File: src/rtl/cgra_boot_pkg.sv
// Shared types for the CGRA boot sequencer: state encoding, output bundle and
// the per-state output decode.
package cgra_boot_pkg;

    typedef enum logic [2:0] {
        ST_IDLE     = 3'd0,
        ST_CFG_RST  = 3'd1,
        ST_CFG_RUN  = 3'd2,
        ST_CFG_GAP  = 3'd3,
        ST_CGRA_RST = 3'd4,
        ST_RUN      = 3'd5,
        ST_ERROR    = 3'd6,
        ST_UNUSED   = 3'd7
    } boot_state_e;

    typedef struct packed {
        logic cfg_clk_en;
        logic cfg_rst;
        logic cfgr_rst;
        logic cfgr_en;
        logic cgra_clk_en;
        logic cgra_rst;
        logic riscv_en;
        logic busy;
        logic error;
    } boot_out_t;

    function automatic boot_out_t boot_outputs(input boot_state_e s);
        boot_out_t o;
        case (s)
            ST_CFG_RST:  o = '{1'b1, 1'b1, 1'b1, 1'b0, 1'b0, 1'b1, 1'b0, 1'b1, 1'b0};
            ST_CFG_RUN:  o = '{1'b1, 1'b0, 1'b0, 1'b1, 1'b0, 1'b1, 1'b0, 1'b1, 1'b0};
            ST_CFG_GAP:  o = '{1'b0, 1'b0, 1'b0, 1'b0, 1'b0, 1'b1, 1'b0, 1'b1, 1'b0};
            ST_CGRA_RST: o = '{1'b0, 1'b0, 1'b0, 1'b0, 1'b1, 1'b1, 1'b0, 1'b1, 1'b0};
            ST_RUN:      o = '{1'b0, 1'b0, 1'b0, 1'b0, 1'b1, 1'b0, 1'b1, 1'b0, 1'b0};
            ST_ERROR:    o = '{1'b0, 1'b1, 1'b1, 1'b0, 1'b0, 1'b1, 1'b0, 1'b0, 1'b1};
            default:     o = '{1'b1, 1'b1, 1'b1, 1'b0, 1'b0, 1'b1, 1'b0, 1'b0, 1'b0};
        endcase
        return o;
    endfunction

endpackage

File: src/rtl/cgra_boot_sequencer.sv
// Boot sequencer for the hybrid RISC-V/CGRA system: config reset, configurator
// run with timeout, config clock gate-off, CGRA reset release, core release.
module cgra_boot_sequencer
    import cgra_boot_pkg::*;
#(
    parameter int unsigned RESET_CYCLES = 4,
    parameter int unsigned GAP_CYCLES   = 1,
    parameter int unsigned DONE_TIMEOUT = 65535,
    parameter int unsigned CNT_W        = 16
) (
    input  logic       clk_i,
    input  logic       rst_ni,
    input  logic       start_i,
    input  logic       restart_i,
    input  logic       configurator_done_i,
    output logic       config_clock_en_o,
    output logic       config_reset_o,
    output logic       configurator_reset_o,
    output logic       configurator_enable_o,
    output logic       cgra_clock_en_o,
    output logic       cgra_reset_o,
    output logic       riscv_enable_o,
    output logic       busy_o,
    output logic       error_o,
    output logic [2:0] state_o
);

    localparam logic [CNT_W-1:0] RST_LOAD = CNT_W'(RESET_CYCLES - 1);
    localparam logic [CNT_W-1:0] GAP_LOAD = CNT_W'(GAP_CYCLES - 1);
    localparam logic [CNT_W-1:0] TO_LOAD  = CNT_W'(DONE_TIMEOUT - 1);

    boot_state_e      state_q, state_d;
    logic [CNT_W-1:0] cnt_q, cnt_d;
    boot_out_t        out_q, out_d;

    always_comb begin
        state_d = state_q;
        cnt_d   = cnt_q;
        if (cnt_q != '0) begin
            cnt_d = cnt_q - 1'b1;
        end

        case (state_q)
            ST_IDLE: begin
                if (start_i) begin
                    state_d = ST_CFG_RST;
                    cnt_d   = RST_LOAD;
                end
            end
            ST_CFG_RST: begin
                if (cnt_q == '0) begin
                    state_d = ST_CFG_RUN;
                    cnt_d   = TO_LOAD;
                end
            end
            ST_CFG_RUN: begin
                // done is checked first so it wins over a simultaneous expiry
                if (configurator_done_i) begin
                    state_d = ST_CFG_GAP;
                    cnt_d   = GAP_LOAD;
                end else if (cnt_q == '0) begin
                    state_d = ST_ERROR;
                end
            end
            ST_CFG_GAP: begin
                if (cnt_q == '0) begin
                    state_d = ST_CGRA_RST;
                    cnt_d   = RST_LOAD;
                end
            end
            ST_CGRA_RST: begin
                if (cnt_q == '0) begin
                    state_d = ST_RUN;
                end
            end
            ST_RUN, ST_ERROR: begin
                state_d = state_q;
            end
            default: begin
                state_d = ST_IDLE;
                cnt_d   = '0;
            end
        endcase

        if (restart_i && (state_q != ST_IDLE) && (state_q != ST_UNUSED)) begin
            state_d = ST_CFG_RST;
            cnt_d   = RST_LOAD;
        end

        // decode from the next state so the output flops track state_q exactly
        out_d = boot_outputs(state_d);
    end

    always_ff @(posedge clk_i) begin
        if (!rst_ni) begin
            state_q <= ST_IDLE;
            cnt_q   <= '0;
            out_q   <= boot_outputs(ST_IDLE);
        end else begin
            state_q <= state_d;
            cnt_q   <= cnt_d;
            out_q   <= out_d;
        end
    end

    assign config_clock_en_o     = out_q.cfg_clk_en;
    assign config_reset_o        = out_q.cfg_rst;
    assign configurator_reset_o  = out_q.cfgr_rst;
    assign configurator_enable_o = out_q.cfgr_en;
    assign cgra_clock_en_o       = out_q.cgra_clk_en;
    assign cgra_reset_o          = out_q.cgra_rst;
    assign riscv_enable_o        = out_q.riscv_en;
    assign busy_o                = out_q.busy;
    assign error_o               = out_q.error;
    assign state_o               = state_q;

endmodule

File: config.mk
export PLATFORM = sky130hd
export DESIGN_NAME = cgra_boot_sequencer
export DESIGN_NICKNAME = d
export VERILOG_FILES = /design/src/rtl/cgra_boot_pkg.sv /design/src/rtl/cgra_boot_sequencer.sv
export SDC_FILE = /design/constraint.sdc
export NUM_CORES = 1
export LEC_CHECK = 0
export CORE_ASPECT_RATIO = 1.75
export CORE_MARGIN = 1
export CORE_UTILIZATION = 60
export CTS_CLUSTER_DIAMETER = 50
export DETAILED_ROUTE_END_ITERATION = 10
export DONT_BUFFER_PORTS = 1
export PLACE_DENSITY = 0.77
export RECOVER_POWER = 50
export SYNTH_ARGS = -nofsm -noshare
export SYNTH_HDL_FRONTEND = slang
export SYNTH_SLANG_ARGS = --single-unit
File: constraint.sdc
create_clock -name clk_i -period 6 [get_ports clk_i]
set_input_delay 1.2 -clock clk_i [delete_from_list [all_inputs] [get_ports clk_i]]
set_output_delay 1.2 -clock clk_i [all_outputs]
set_load 0.005 [all_outputs]
==> metrics.cfg, run 1 <==
[detailed_routing]
vias=1447
viasPerCell=6.79
wl_mm=3.52
firstDrtPassIters=5
drc=0
drtIter0Drc=69
ant_nets=0
wire_per_inst_um=16.5

[synth]
synthCells=193
avgSynthCellArea_um2=8.25
yosysSeqAreaShare_pct=33.9
yosysWarnings=0
ys_types=53
synthAdderAreaFrac_pct=2.36
yosys.area_share.simple_pct=28.4
syn_nets=201
syn_area_mm2=0.00159
synthXorXnorAreaFrac_pct=4.95
muxShareOfSynthArea_pct=0.628
synth-seq-cells=27
synth_compound_area_share_pct=24.2
synth_top_family_by_area=simple AND/OR/NAND/NOR gates
async_flop_share_pct=0
synth_edf_count=0
synth_ff_type=dfxtp_1

[cells_and_area]
regArea_um2=541
area_delta_synth_final_pct=1.34
fin_area_mm2=0.00161
final_cell_mix=dfxtp_1 (27), nand2_1 (19), nor2_1 (12)
drive_above_1_share_pct=11.8
layout_commonest_cell=dfxtp_1
finalNetCount=196
fillCellCount=217
multiInputGateArea_um2=958
antennaDiodeCount=0

[worst_setup_path]
r2r_slack_ns=3.37
cp_top_family=simple AND/OR/NAND/NOR gates
crit_type=reg -> reg
start_kind=flop
crit_required_ns=6.22
cp-end-kind=flop
cp.arrival_ns=2.85
reg2reg_from=cnt_q[0]
reg2reg_to=cnt_q[0]
critPathMaxFanout=12
path_buf_inv=2
cp_cell_sequence=inv_1 > ha_1 > nor3b_1 > and4_1 > inv_1 > ha_1 > nand2_1 > a21oi_1 > a221oi_1 > o21a_1
slowest_stage=and4_1
reg2regPathDepth=10
critPathMaxStageDelay_ns=0.42

[floorplanning]
fp.coreArea_mm2=0.00249
die_area_mm2=0.00287
fp.dieW_um=40.9
die_y_um=70.2
rows=24
start_util_pct=63.9
io_pins=17

[sta]
setup_ws_ns=3.37
worst_slew_pin_slew_ns=0.770
fin_crit_sh_pct=43.8
finalClockSkew_ns=0.00266
max_freq_ghz=0.380
final_hold_viol_count=0
drv_slew=0
timing.setup.tns_ns=0
setup_viol=0
period_needed_ns=2.63
grt_setup_unrepaired=no
relSlewSlack_pct=48.6

[cts]
cts_inserted_buffers=3
hold_buffers=0
clk_latency_ns=0.27
clkTransAtPathRegs_ns=0.09
cts_root_buffer=clkbuf_8
cts_buffer_depth=2
cts_setup_buffers=0
cts.repair.resized=0
cts_tree=yes
cts_htree_levels=1
cts.sinks=27

[power_and_ir_drop]
powerDensity_mw_per_mm2=564
p_leak_nw=0.591
vdd_ir_drop_max_mv=0.239

[min_path]
hold_depth=2
worstHoldStart=cnt_q[9]
whs_endpoint=cnt_q[9]
hp-class=reg -> reg

[outcome]
outcome=complete, no violations

[placement]
postPlaceCellArea_mm2=0.00157
pre_cts_ws_ns=3.32
hpwl_mm=2.69
io_buffers=0
place_congestion=0.807

[global_routing]
grt_use_total_pct=27.9
grt_pass1_wl_mm=5.78
grt.overflow.total=0
grt_pass1_vias=1334
grt_max_degree=23
antenna_found_initial=0

[job]
maxCapViolCount=0

-- synth_stat cells (all sizes together) (2+ instances only) --
library cell | count | area, um2
a21boi | 3 | 22.5
a21oi | 9 | 45.0
a31oi | 4 | 25.0
buf | 8 | 46.3
clkbuf | 2 | 7.51
dfxtp | 27 | 541
ha | 3 | 37.5
inv | 9 | 33.8
nand2 | 19 | 71.3
nand2b | 3 | 18.8
nand3 | 10 | 50.1
nand4 | 5 | 31.3
nor2 | 12 | 45.0
nor2b | 2 | 12.5
nor3 | 6 | 30.0
nor4 | 7 | 65.1
nor4b | 2 | 17.5
o21a | 2 | 15.0
o21ai | 19 | 133
o22ai | 5 | 37.5
or2 | 2 | 12.5
or3 | 3 | 18.8
or4 | 5 | 48.8
xnor2 | 3 | 26.3
xor2 | 6 | 52.6
-- worst max path at each step --
stage | start | to | slack, ns | depth (start not counted)
finish | cnt_q[0] | cnt_q[0] | 3.37 | 10
global route | cnt_q[0] | cnt_q[0] | 3.10 | 10
CTS | cnt_q[0] | cnt_q[2] | 3.39 | 7
detailed placement | restart_i | cnt_q[10] | 3.32 | 4
global placement | restart_i | cnt_q[10] | 3.39 | 4
floorplan | configurator_done_i | cnt_q[11] | 3.64 | 6
-- through the flow --
stage	power, mW	utilization, %	hold slack [ns]	std cells
5_1_grt	0.990	64.8	0.620	213
6_report	0.910	64.8	0.599	213
3_3_place_gp	0.796	63.1	0.558	209
4_1_cts	0.913	65.0	0.595	213
3_5_place_dp	0.810	63.1	0.575	209
2_1_floorplan	0.721	-	0.532	193
-- worst reg2reg max path, cell delays in order (launching register included) --
cell,delay [ns]
dfxtp_1,0.34
inv_1,0.09
ha_1,0.29
nor3b_1,0.41
and4_1,0.42
inv_1,0.26
ha_1,0.26
nand2_1,0.06
a21oi_1,0.07
a221oi_1,0.24
o21a_1,0.14
-- where the power goes --
| group | leakage [nW] | internal (mW) | switching, mW |
|---|---|---|---|
| registers | 0.221 | 0.227 | 0.0708 |
| logic | 0.349 | 0.218 | 0.292 |
| clock network | 0.0217 | 0.0470 | 0.0548 |
| total | 0.591 | 0.492 | 0.418 |
-- routing by layer --
layer / wire [um] / GRT usage [%] / share of wire, %
met5: 0 / 0 / 0
met4: 136 / 10.4 / 3.9
met3: 168 / 4.44 / 4.8
met2: 1920 / 46.9 / 54
met1: 1300 / 32.6 / 37
-- layout make-up --
class	count	share of cell area (%)
Clock inverter	1	0.465
Tap cell	26	2.02
Clock buffer	3	2.56
Sequential cell	27	33.5
Multi-Input combinational cell	147	59.4
Inverter	9	2.09
-- cell families after synthesis --
group | Yosys count
buffers and inverters | 19
multiplexers | 1
AO/OA/AOI/OAI | 54
flip-flops | 27
AND/OR/NAND/NOR | 80
adder cells (fa/ha/maj) | 3
XOR/XNOR | 9
-- registers in the layout, summed over array words and instances (netlist names) --
signal                 flops
error_o                    1
cnt_q                     16
state_o                    3
configurator_enable_o      1
busy_o                     1
cgra_clock_en_o            1
config_clock_en_o          1
cgra_reset_o               1
riscv_enable_o             1
config_reset_o             1
No activity file was read; power rests on OpenSTA's default activity.
==> run 2: changes to the inputs <==
- clock period: 6 -> 2.56 ns (I/O delays scaled with it)
==> metrics.cfg, run 2 (synthesized netlist as in run 1, its figures left out) <==
[floorplanning]
fp.coreArea_mm2=0.00249  ; unchanged
die_y_um=70.2  ; unchanged
io_pins=17  ; unchanged
fp.dieW_um=40.9  ; unchanged
die_area_mm2=0.00287  ; unchanged
rows=24  ; unchanged
start_util_pct=63.9  ; unchanged

[min_path]
hold_depth=1  ; was 2
hp-class=in -> reg  ; was reg -> reg

[detailed_routing]
wl_mm=3.87  ; was 3.52 mm
ant_nets=0  ; unchanged
drtIter0Drc=48  ; was 69
drc=0  ; unchanged
viasPerCell=6.66  ; was 6.79
vias=1472  ; was 1447
firstDrtPassIters=4  ; was 5
wire_per_inst_um=17.5  ; was 16.5 um

[worst_setup_path]
start_kind=flop  ; unchanged
cp_cell_sequence=inv_1 > ha_1 > nor3b_1 > and4_1 > clkbuf_1 > o21ai_1 > nand3_1 > clkbuf_2 > o21ai_1  ; was inv_1 > ha_1 > nor3b_1 > and4_1 > inv_1 > ha_1 > nand2_1 > a21oi_1 > a221oi_1 > o21a_1
reg2regPathDepth=9  ; was 10
path_buf_inv=3  ; was 2
critPathMaxStageDelay_ns=0.37  ; was 0.42 ns
slowest_stage=clkbuf_2  ; was and4_1
crit_type=reg -> reg  ; unchanged
cp.depth=9  ; was 10
r2r_slack_ns=0.21  ; was 3.37 ns
cpMostUsedCell=o21ai_1
cp_top_family=buffers and inverters  ; was simple AND/OR/NAND/NOR gates
cp-end-kind=flop  ; unchanged
crit_required_ns=2.71  ; was 6.22 ns
critPathMaxFanout=14  ; was 12
cp.arrival_ns=2.51  ; was 2.85 ns

[cells_and_area]
finalNetCount=204  ; was 196
largest_reg_flops=16  ; unchanged
final_cell_mix=dfxtp_1 (27), nand2_1 (19), nor2_1 (12)  ; unchanged
stdcell_count=221  ; was 213
top_register=cnt_q  ; unchanged
layout_commonest_cell=dfxtp_1  ; unchanged
drive_above_1_share_pct=14.9  ; was 11.8%
fillCellCount=231  ; was 217
antennaDiodeCount=0  ; unchanged
multiInputGateArea_um2=965  ; was 958 um2
area_delta_synth_final_pct=4.87  ; was 1.34%
regArea_um2=541  ; unchanged

[cts]
clkTransAtPathRegs_ns=0.10  ; was 0.09 ns
clk_latency_ns=0.28  ; was 0.27 ns
cts_setup_buffers=0  ; unchanged
hold_buffers=0  ; unchanged
cts_tree=yes  ; unchanged
cts_htree_levels=1  ; unchanged
cts_inserted_buffers=3  ; unchanged
cts_root_buffer=clkbuf_8  ; unchanged
cts.repair.resized=0  ; unchanged
cts_buffer_depth=2  ; unchanged
cts.sinks=27  ; unchanged

[placement]
hpwl_mm=2.94  ; was 2.69 mm
io_buffers=0  ; unchanged
dp_cells=217  ; was 209
place_congestion=0.808  ; was 0.807

[global_routing]
grt_pass1_vias=1386  ; was 1334
grt_pass1_wl_mm=5.99  ; was 5.78 mm
antenna_found_initial=0  ; unchanged
grt_max_degree=23  ; unchanged
grt.overflow.total=0  ; unchanged
grt_use_total_pct=29.8  ; was 27.9%

[sta]
worst_slew_pin_slew_ns=0.714  ; was 0.770 ns
finalClockSkew_ns=0.00896  ; was 0.00266 ns
relSlewSlack_pct=52.4  ; was 48.6%
timing.setup.tns_ns=0  ; unchanged
period_needed_ns=2.35  ; was 2.63 ns
drv_slew=0  ; unchanged
max_freq_ghz=0.425  ; was 0.380 GHz
grt_setup_unrepaired=no  ; unchanged
final_hold_viol_count=0  ; unchanged
setup_viol=0  ; unchanged
fin_crit_sh_pct=91.9  ; was 43.8%

[job]
maxCapViolCount=0  ; unchanged

[power_and_ir_drop]
powerDensity_mw_per_mm2=1380  ; was 564 mW/mm2
vdd_ir_drop_max_mv=0.631  ; was 0.239 mV
p_leak_nw=0.622  ; was 0.591 nW

[outcome]
outcome=complete, no violations  ; unchanged

==> run 2: cell types whose count changed in the layout (fill, tap and decap cells not counted) <==
cell / previous run / this run
buf_4: 0 / 5
clkbuf_1: 0 / 2
clkbuf_2: 0 / 1
o22ai_1: 5 / 4
o22ai_2: 0 / 1
==> run 2: power by group <==
part	total [mW]	internal, mW	switching, mW
clock network	0.250	0.111	0.139
registers	0.690	0.531	0.159
logic	1.36	0.603	0.758
==> run 2: worst reg2reg max path, cell delays in order (launching register included) <==
cell,delay (ns)
dfxtp_1,0.34
inv_1,0.09
ha_1,0.27
nor3b_1,0.28
and4_1,0.24
clkbuf_1,0.29
o21ai_1,0.12
nand3_1,0.09
clkbuf_2,0.37
o21ai_1,0.14
==> run 2: metal layers <==
metal / share of wire, % / vias to the layer above / wire length, um / global-route usage (%)
met5: 0 / - / 0 / 0
met4: 3.5 / 0 / 136 / 13.3
met3: 3.3 / 13 / 129 / 4.44
met2: 57 / 46 / 2190 / 53.8
met1: 36 / 700 / 1410 / 29.3
li1: - / 713 / - / -
==> run 2: through the flow <==
step | instance area, um2 | setup WS (ns) | util (%) | total power [mW] | hold slack (ns)
2_1_floorplan | 1590 | 0.392 | - | 1.69 | 0.532
3_3_place_gp | 1630 | 0.355 | 65.5 | 2.02 | 0.553
3_5_place_dp | 1630 | 0.258 | 65.5 | 2.06 | 0.593
4_1_cts | 1680 | 0.240 | 67.4 | 2.31 | 0.310
5_1_grt | 1670 | 0.0362 | 67.0 | 2.45 | 0.308
6_report | 1670 | 0.207 | 67.0 | 2.30 | 0.307
==> run 2: final cells by class <==
class                      instances  share of cell area [%]
sequential                        27                    32.4
timing repair buffer               8                    3.00
multi-input combinational        147                    57.8
clock buffer                       3                    2.47
tap                               26                    1.95
inverter                           9                    2.02
clock inverter                     1                   0.449
==> run 2: path summary, 6_finish.rpt <==
check | startpoint | end
setup / recovery | cnt_q[0] | cnt_q[2]
hold / removal | rst_ni | config_clock_en_o
setup reg to reg | cnt_q[0] | cnt_q[2]
hold reg to reg | cnt_q[9] | cnt_q[9]
